## src/rtl/arbitro_memoria_dados.sv

```systemverilog
`default_nettype none
// ============================================================================
// Module  : arbitro_memoria_dados
// Brief   : Two-requester arbiter/sequencer for the shared data memory.
//           Build option ARBITRO_PRIO_FIXA_EN selects fixed priority (req0).
// Revision: 1.0 - initial release
// ============================================================================
module arbitro_memoria_dados #(
  parameter int LARGURA_DADO = 32,
  parameter int LARGURA_END  = 32,
  parameter int PROFUNDIDADE = 31
) (
  input  logic                    clock,
  input  logic                    reset,
  input  logic                    req0,
  input  logic                    req1,
  input  logic                    esc0,
  input  logic                    esc1,
  input  logic [LARGURA_END-1:0]  end0,
  input  logic [LARGURA_END-1:0]  end1,
  input  logic [LARGURA_DADO-1:0] dado0,
  input  logic [LARGURA_DADO-1:0] dado1,
  output logic                    ack0,
  output logic                    ack1,
  output logic [LARGURA_DADO-1:0] dadoSaida,
  output logic                    erro,
  output logic                    ocupado,
  output logic [LARGURA_END-1:0]  enderecoLeitura,
  output logic [LARGURA_END-1:0]  enderecoEscrita,
  output logic [LARGURA_DADO-1:0] dadoEscrita,
  output logic                    memDadosControle,
  input  logic [LARGURA_DADO-1:0] dadoLeitura
);

  localparam logic [LARGURA_END-1:0] c_PROFUNDIDADE = LARGURA_END'(PROFUNDIDADE);

  typedef enum logic [1:0] {
    OCIOSO   = 2'd0,
    ACESSO   = 2'd1,
    RESPOSTA = 2'd2
  } estado_t;

  estado_t                 r_estado;
  estado_t                 w_proxEstado;
  logic                    r_esc;
  logic [LARGURA_END-1:0]  r_end;
  logic [LARGURA_DADO-1:0] r_dado;
  logic                    r_vencedor;
  logic                    r_ack0;
  logic                    r_ack1;
  logic                    r_erro;
  logic [LARGURA_DADO-1:0] r_dadoSaida;
  logic                    w_ultimo;
  logic                    w_vencedor;
  logic                    w_algumReq;
  logic                    w_dentro;
  logic                    w_latch;

  assign w_algumReq = req0 | req1;
  assign w_dentro   = (r_end < c_PROFUNDIDADE);
  assign w_latch    = (r_estado == OCIOSO) && w_algumReq;

  // On a tie the requester that did not win last time is served.
  always_comb begin
    w_vencedor = 1'b0;
    if (req0 && req1)
      w_vencedor = ~w_ultimo;
    else if (req1)
      w_vencedor = 1'b1;
  end

`ifdef ARBITRO_PRIO_FIXA_EN
  assign w_ultimo = 1'b1;
`else
  logic r_ultimo;

  always_ff @(posedge clock or posedge reset) begin
    if (reset)
      r_ultimo <= 1'b1;
    else if (w_latch)
      r_ultimo <= w_vencedor;
  end

  assign w_ultimo = r_ultimo;
`endif

  always_ff @(posedge clock or posedge reset) begin
    if (reset)
      r_estado <= OCIOSO;
    else
      r_estado <= w_proxEstado;
  end

  always_comb begin
    w_proxEstado     = r_estado;
    ocupado          = 1'b0;
    memDadosControle = 1'b0;
    case (r_estado)
      OCIOSO: begin
        if (w_algumReq)
          w_proxEstado = ACESSO;
      end
      ACESSO: begin
        ocupado          = 1'b1;
        memDadosControle = r_esc & w_dentro;
        w_proxEstado     = RESPOSTA;
      end
      RESPOSTA: begin
        ocupado      = 1'b1;
        w_proxEstado = OCIOSO;
      end
      default: w_proxEstado = OCIOSO;
    endcase
  end

  always_ff @(posedge clock or posedge reset) begin
    if (reset) begin
      r_esc       <= 1'b0;
      r_end       <= '0;
      r_dado      <= '0;
      r_vencedor  <= 1'b0;
      r_ack0      <= 1'b0;
      r_ack1      <= 1'b0;
      r_erro      <= 1'b0;
      r_dadoSaida <= '0;
    end else begin
      case (r_estado)
        OCIOSO: begin
          if (w_algumReq) begin
            r_vencedor <= w_vencedor;
            r_esc      <= w_vencedor ? esc1  : esc0;
            r_end      <= w_vencedor ? end1  : end0;
            r_dado     <= w_vencedor ? dado1 : dado0;
          end
        end
        ACESSO: begin
          // Writes leave the last read data untouched.
          if (!r_esc)
            r_dadoSaida <= w_dentro ? dadoLeitura : '0;
          r_erro <= ~w_dentro;
          r_ack0 <= ~r_vencedor;
          r_ack1 <= r_vencedor;
        end
        RESPOSTA: begin
          r_ack0 <= 1'b0;
          r_ack1 <= 1'b0;
          r_erro <= 1'b0;
        end
        default: begin
          r_ack0 <= 1'b0;
          r_ack1 <= 1'b0;
          r_erro <= 1'b0;
        end
      endcase
    end
  end

  assign ack0            = r_ack0;
  assign ack1            = r_ack1;
  assign erro            = r_erro;
  assign dadoSaida       = r_dadoSaida;
  assign enderecoLeitura = r_end;
  assign enderecoEscrita = r_end;
  assign dadoEscrita     = r_dado;

endmodule
`default_nettype wire

```

## config.mk

```make
export PLATFORM = sky130hd
export DESIGN_NAME = arbitro_memoria_dados
export DESIGN_NICKNAME = d
export VERILOG_FILES = /design/src/rtl/arbitro_memoria_dados.sv
export SDC_FILE = /design/constraint.sdc
export NUM_CORES = 1
export LEC_CHECK = 0
export ABC_AREA = 1
export CORE_MARGIN = 2
export CORE_UTILIZATION = 30
export DETAILED_ROUTE_END_ITERATION = 10
export HOLD_SLACK_MARGIN = 0.1
export PLACE_DENSITY = 0.66
export SYNTH_ARGS = -nofsm -noshare
export SYNTH_HDL_FRONTEND = slang
export SYNTH_SLANG_ARGS = --single-unit
```

## constraint.sdc

```tcl
create_clock -name clock -period 3.82 [get_ports clock]
set_input_delay 0.573 -clock clock [delete_from_list [all_inputs] [get_ports clock]]
set_output_delay 0.573 -clock clock [all_outputs]
set_load 0.02 [all_outputs]
```

==> results.sh <==
export IMPL_status="complete, no violations"
export IMPL_wl_per_cell_um=15.46
export IMPL_antenna_found_initial=0
export IMPL_final_cells=1150
export IMPL_grt_max_degree=68
export IMPL_grt_use_total=0.1890
export IMPL_slew_viol_final=0
export IMPL_final_setup_skew_ps=9.311
export IMPL_antenna_cells=0
export IMPL_ant_nets=0
export IMPL_finalHoldViolations=0
export IMPL_grt_util_met1=0.2389
export IMPL_grt_remaining_overflow=0
export IMPL_synth_distinct_cells=18
export IMPL_dieHeight_um=136.1
export IMPL_power_leakage_nw=3.770
export IMPL_portBuffers=298
export IMPL_syn_area_per_cell_um2=7.735
export IMPL_fin_crit_sh=0.7971
export IMPL_first_iter_violations=214
export IMPL_start_kind="flop"
export IMPL_core_area_um2=17180
export IMPL_postCtsHoldBufs=0
export IMPL_ctsResizeCount=0
export IMPL_insertion_delay_ps=350
export IMPL_dp_slack_ps=1056
export IMPL_initial_utilization=0.3049
export IMPL_drc=0
export IMPL_fin_crit_ps=3045
export IMPL_final_area_um2=8356
export IMPL_fin_nets=1089
export IMPL_num_vias=5201
export IMPL_maxCapViolCount=0
export IMPL_core_rowCount=48
export IMPL_grt_pass1_wl_mm=27.15
export IMPL_postPlaceCellArea_um2=8065
export IMPL_gp_congestion=0.7774
export IMPL_ys_ff_latch=104
export IMPL_hpwl_mm=12.44
export IMPL_cts_sinks=104
export IMPL_synth_cells=677
export IMPL_tightest_slew_ps=1132
export IMPL_fp_dieW_um=136.1
export IMPL_cts_tree="yes"
export IMPL_layout_drive_gt1_share=0.03459
export IMPL_viasPerCell=4.523
export IMPL_setup_slack_ps=775.1
export IMPL_yosysWarnings=0
export IMPL_fmax_mhz=328.4
export IMPL_dp_cells=1134
export IMPL_ir_drop_mv=0.5276
export IMPL_postCtsSetupRepairBufs=0
export IMPL_p_comb_frac=0.538
export IMPL_crit_required_ps=3250
export IMPL_maxSlewHeadroom=0.2428
export IMPL_area_growth_pct=59.57
export IMPL_drt_pass1_iterations=4
export IMPL_criticalPathCategory="flop to output pin"
export IMPL_use_met3=0.06078
export IMPL_netlist_area_um2=5236
export IMPL_cts_htree_levels=3
export IMPL_ios=299
export IMPL_clk_root_buffer_cell="clkbuf_16"
export IMPL_tns_ps=0
export IMPL_critPathArrivalTime_ps=2470
export IMPL_ys_seq_area_frac=0.4973
export IMPL_p_sw_frac=0.4366
export IMPL_fp_dieArea_um2=18530
export IMPL_cts_buffer_depth=2
export IMPL_power_density_nw_per_um2=725.8
export IMPL_crit_path_max_fanout=33
export IMPL_p_seq_frac=0.308
export IMPL_setup_violations=0
export IMPL_wl_mm=17.78
export IMPL_clk_pin_slew_ps=80
export IMPL_top_usage_layer="met2"
export IMPL_grt_pass1_vias=4994
export IMPL_met2_usage=0.3060
export IMPL_cp_end_kind="output pin"
export IMPL_p_switching_mw=2.648
export IMPL_synthesis_nets=846
export IMPL_p_clk_frac=0.154
export IMPL_intPower_mw=3.417
export IMPL_cts_buffers=9
export IMPL_hold_class="flop to flop"
export IMPL_post_route_util=0.4865
export IMPL_rsz0062_at_grt="no"
[kinds of logic (layout without fill, tap and decap cells)]
family | after synthesis | after routing | synth area share
fa+ha+maj | 3 | 3 | 0.007169
simple gates | 312 | 312 | 0.2361
compound gates | 135 | 135 | 0.1290
flops | 104 | 104 | 0.4973
buf+inv | 123 | 371 | 0.1305
[layout by cell type (no fill, tap or decap), types with 3 or more instances in the layout]
master	n
nand3_1	36
o21ai_1	62
nor2_1	117
buf_4	6
inv_6	3
clkbuf_16	9
ha_1	3
clkdlybuf4s50_1	298
o21ai_0	73
inv_1	47
nand2_1	152
dfrtp_1	103
[synth_stat cells]
cell      count  area [um2]
dfrtp_1     103        2577
buf_2        11       55.05
nor2_4        2       22.52
nor2_2        1       6.260
clkbuf_1     15       56.30
or2_1         1       6.260
inv_2         2       7.510
dfstp_2       1       26.28
nand3_1      36       180.2
o21ai_0      73       365.4
nor2_1      118       442.9
o21ai_1      62       310.3
buf_4        37       277.8
inv_1        48       180.2
buf_6         9       101.4
ha_1          3       37.54
nand2_1     154       578.1
clkinv_2      1       5.000
[state kept, by name, indices dropped and copies added (netlist names), 2 cells and up]
| register | cells |
|---|---|
| r_estado | 2 |
| dadoSaida | 32 |
| dadoEscrita | 32 |
| enderecoEscrita | 32 |
[per-stage QoR]
step                hold slack (ps)  total power, mW
floorplan                     435.8            3.867
global placement              446.0            5.166
detailed placement            462.4            5.198
CTS                           459.0            6.149
global route                  469.3            6.499
finish                        457.6            6.065
[cell type report]
cell class	count	area (um2)
fillers	1689	8821
repair buffers	304	3028
flip-flops and latches	104	2604
multi-input cells	450	1957
well taps	225	281.5
clock buffers	12	256.5
inverters	51	195.2
clock inverters	4	33.78
[power by group through the flow]
stage	registers (mW)	logic (mW)	clock network, mW
floorplan	2.22	1.65	0
global placement	1.88	3.29	0
detailed placement	1.88	3.31	0
CTS	1.87	3.31	0.961
global route	1.92	3.57	1.01
finish	1.87	3.27	0.933
[worst paths after layout]
path / slack (ps) / cells past startpoint / startpoint / end
min reg2reg: 460 / 1 / r_vencedor / ack0
max: 780 / 7 / enderecoEscrita[26] / memDadosControle
max in group asynchronous: 2260 / 3 / reset / dadoSaida[13]
max reg2reg: 1550 / 8 / r_estado[0] / enderecoEscrita[18]
min in group asynchronous: 690 / 2 / reset / dadoSaida[28]
min: 460 / 1 / r_vencedor / ack0
[layer usage]
metal,part of all wire,vias to the layer above
met5,0,-
met4,0.017,0
met3,0.094,19
met2,0.46,220
met1,0.43,2378
li1,-,2584
[critical path, stage by stage, from the launching register on]
cell	delay (ps)
dfrtp_1	440
nor2_1	170
nand2_1	100
nor2_2	100
buf_4	340
nand3_1	200
nor2_1	140
clkdlybuf4s50_1	620
No activity file was read; power rests on OpenSTA's default activity.
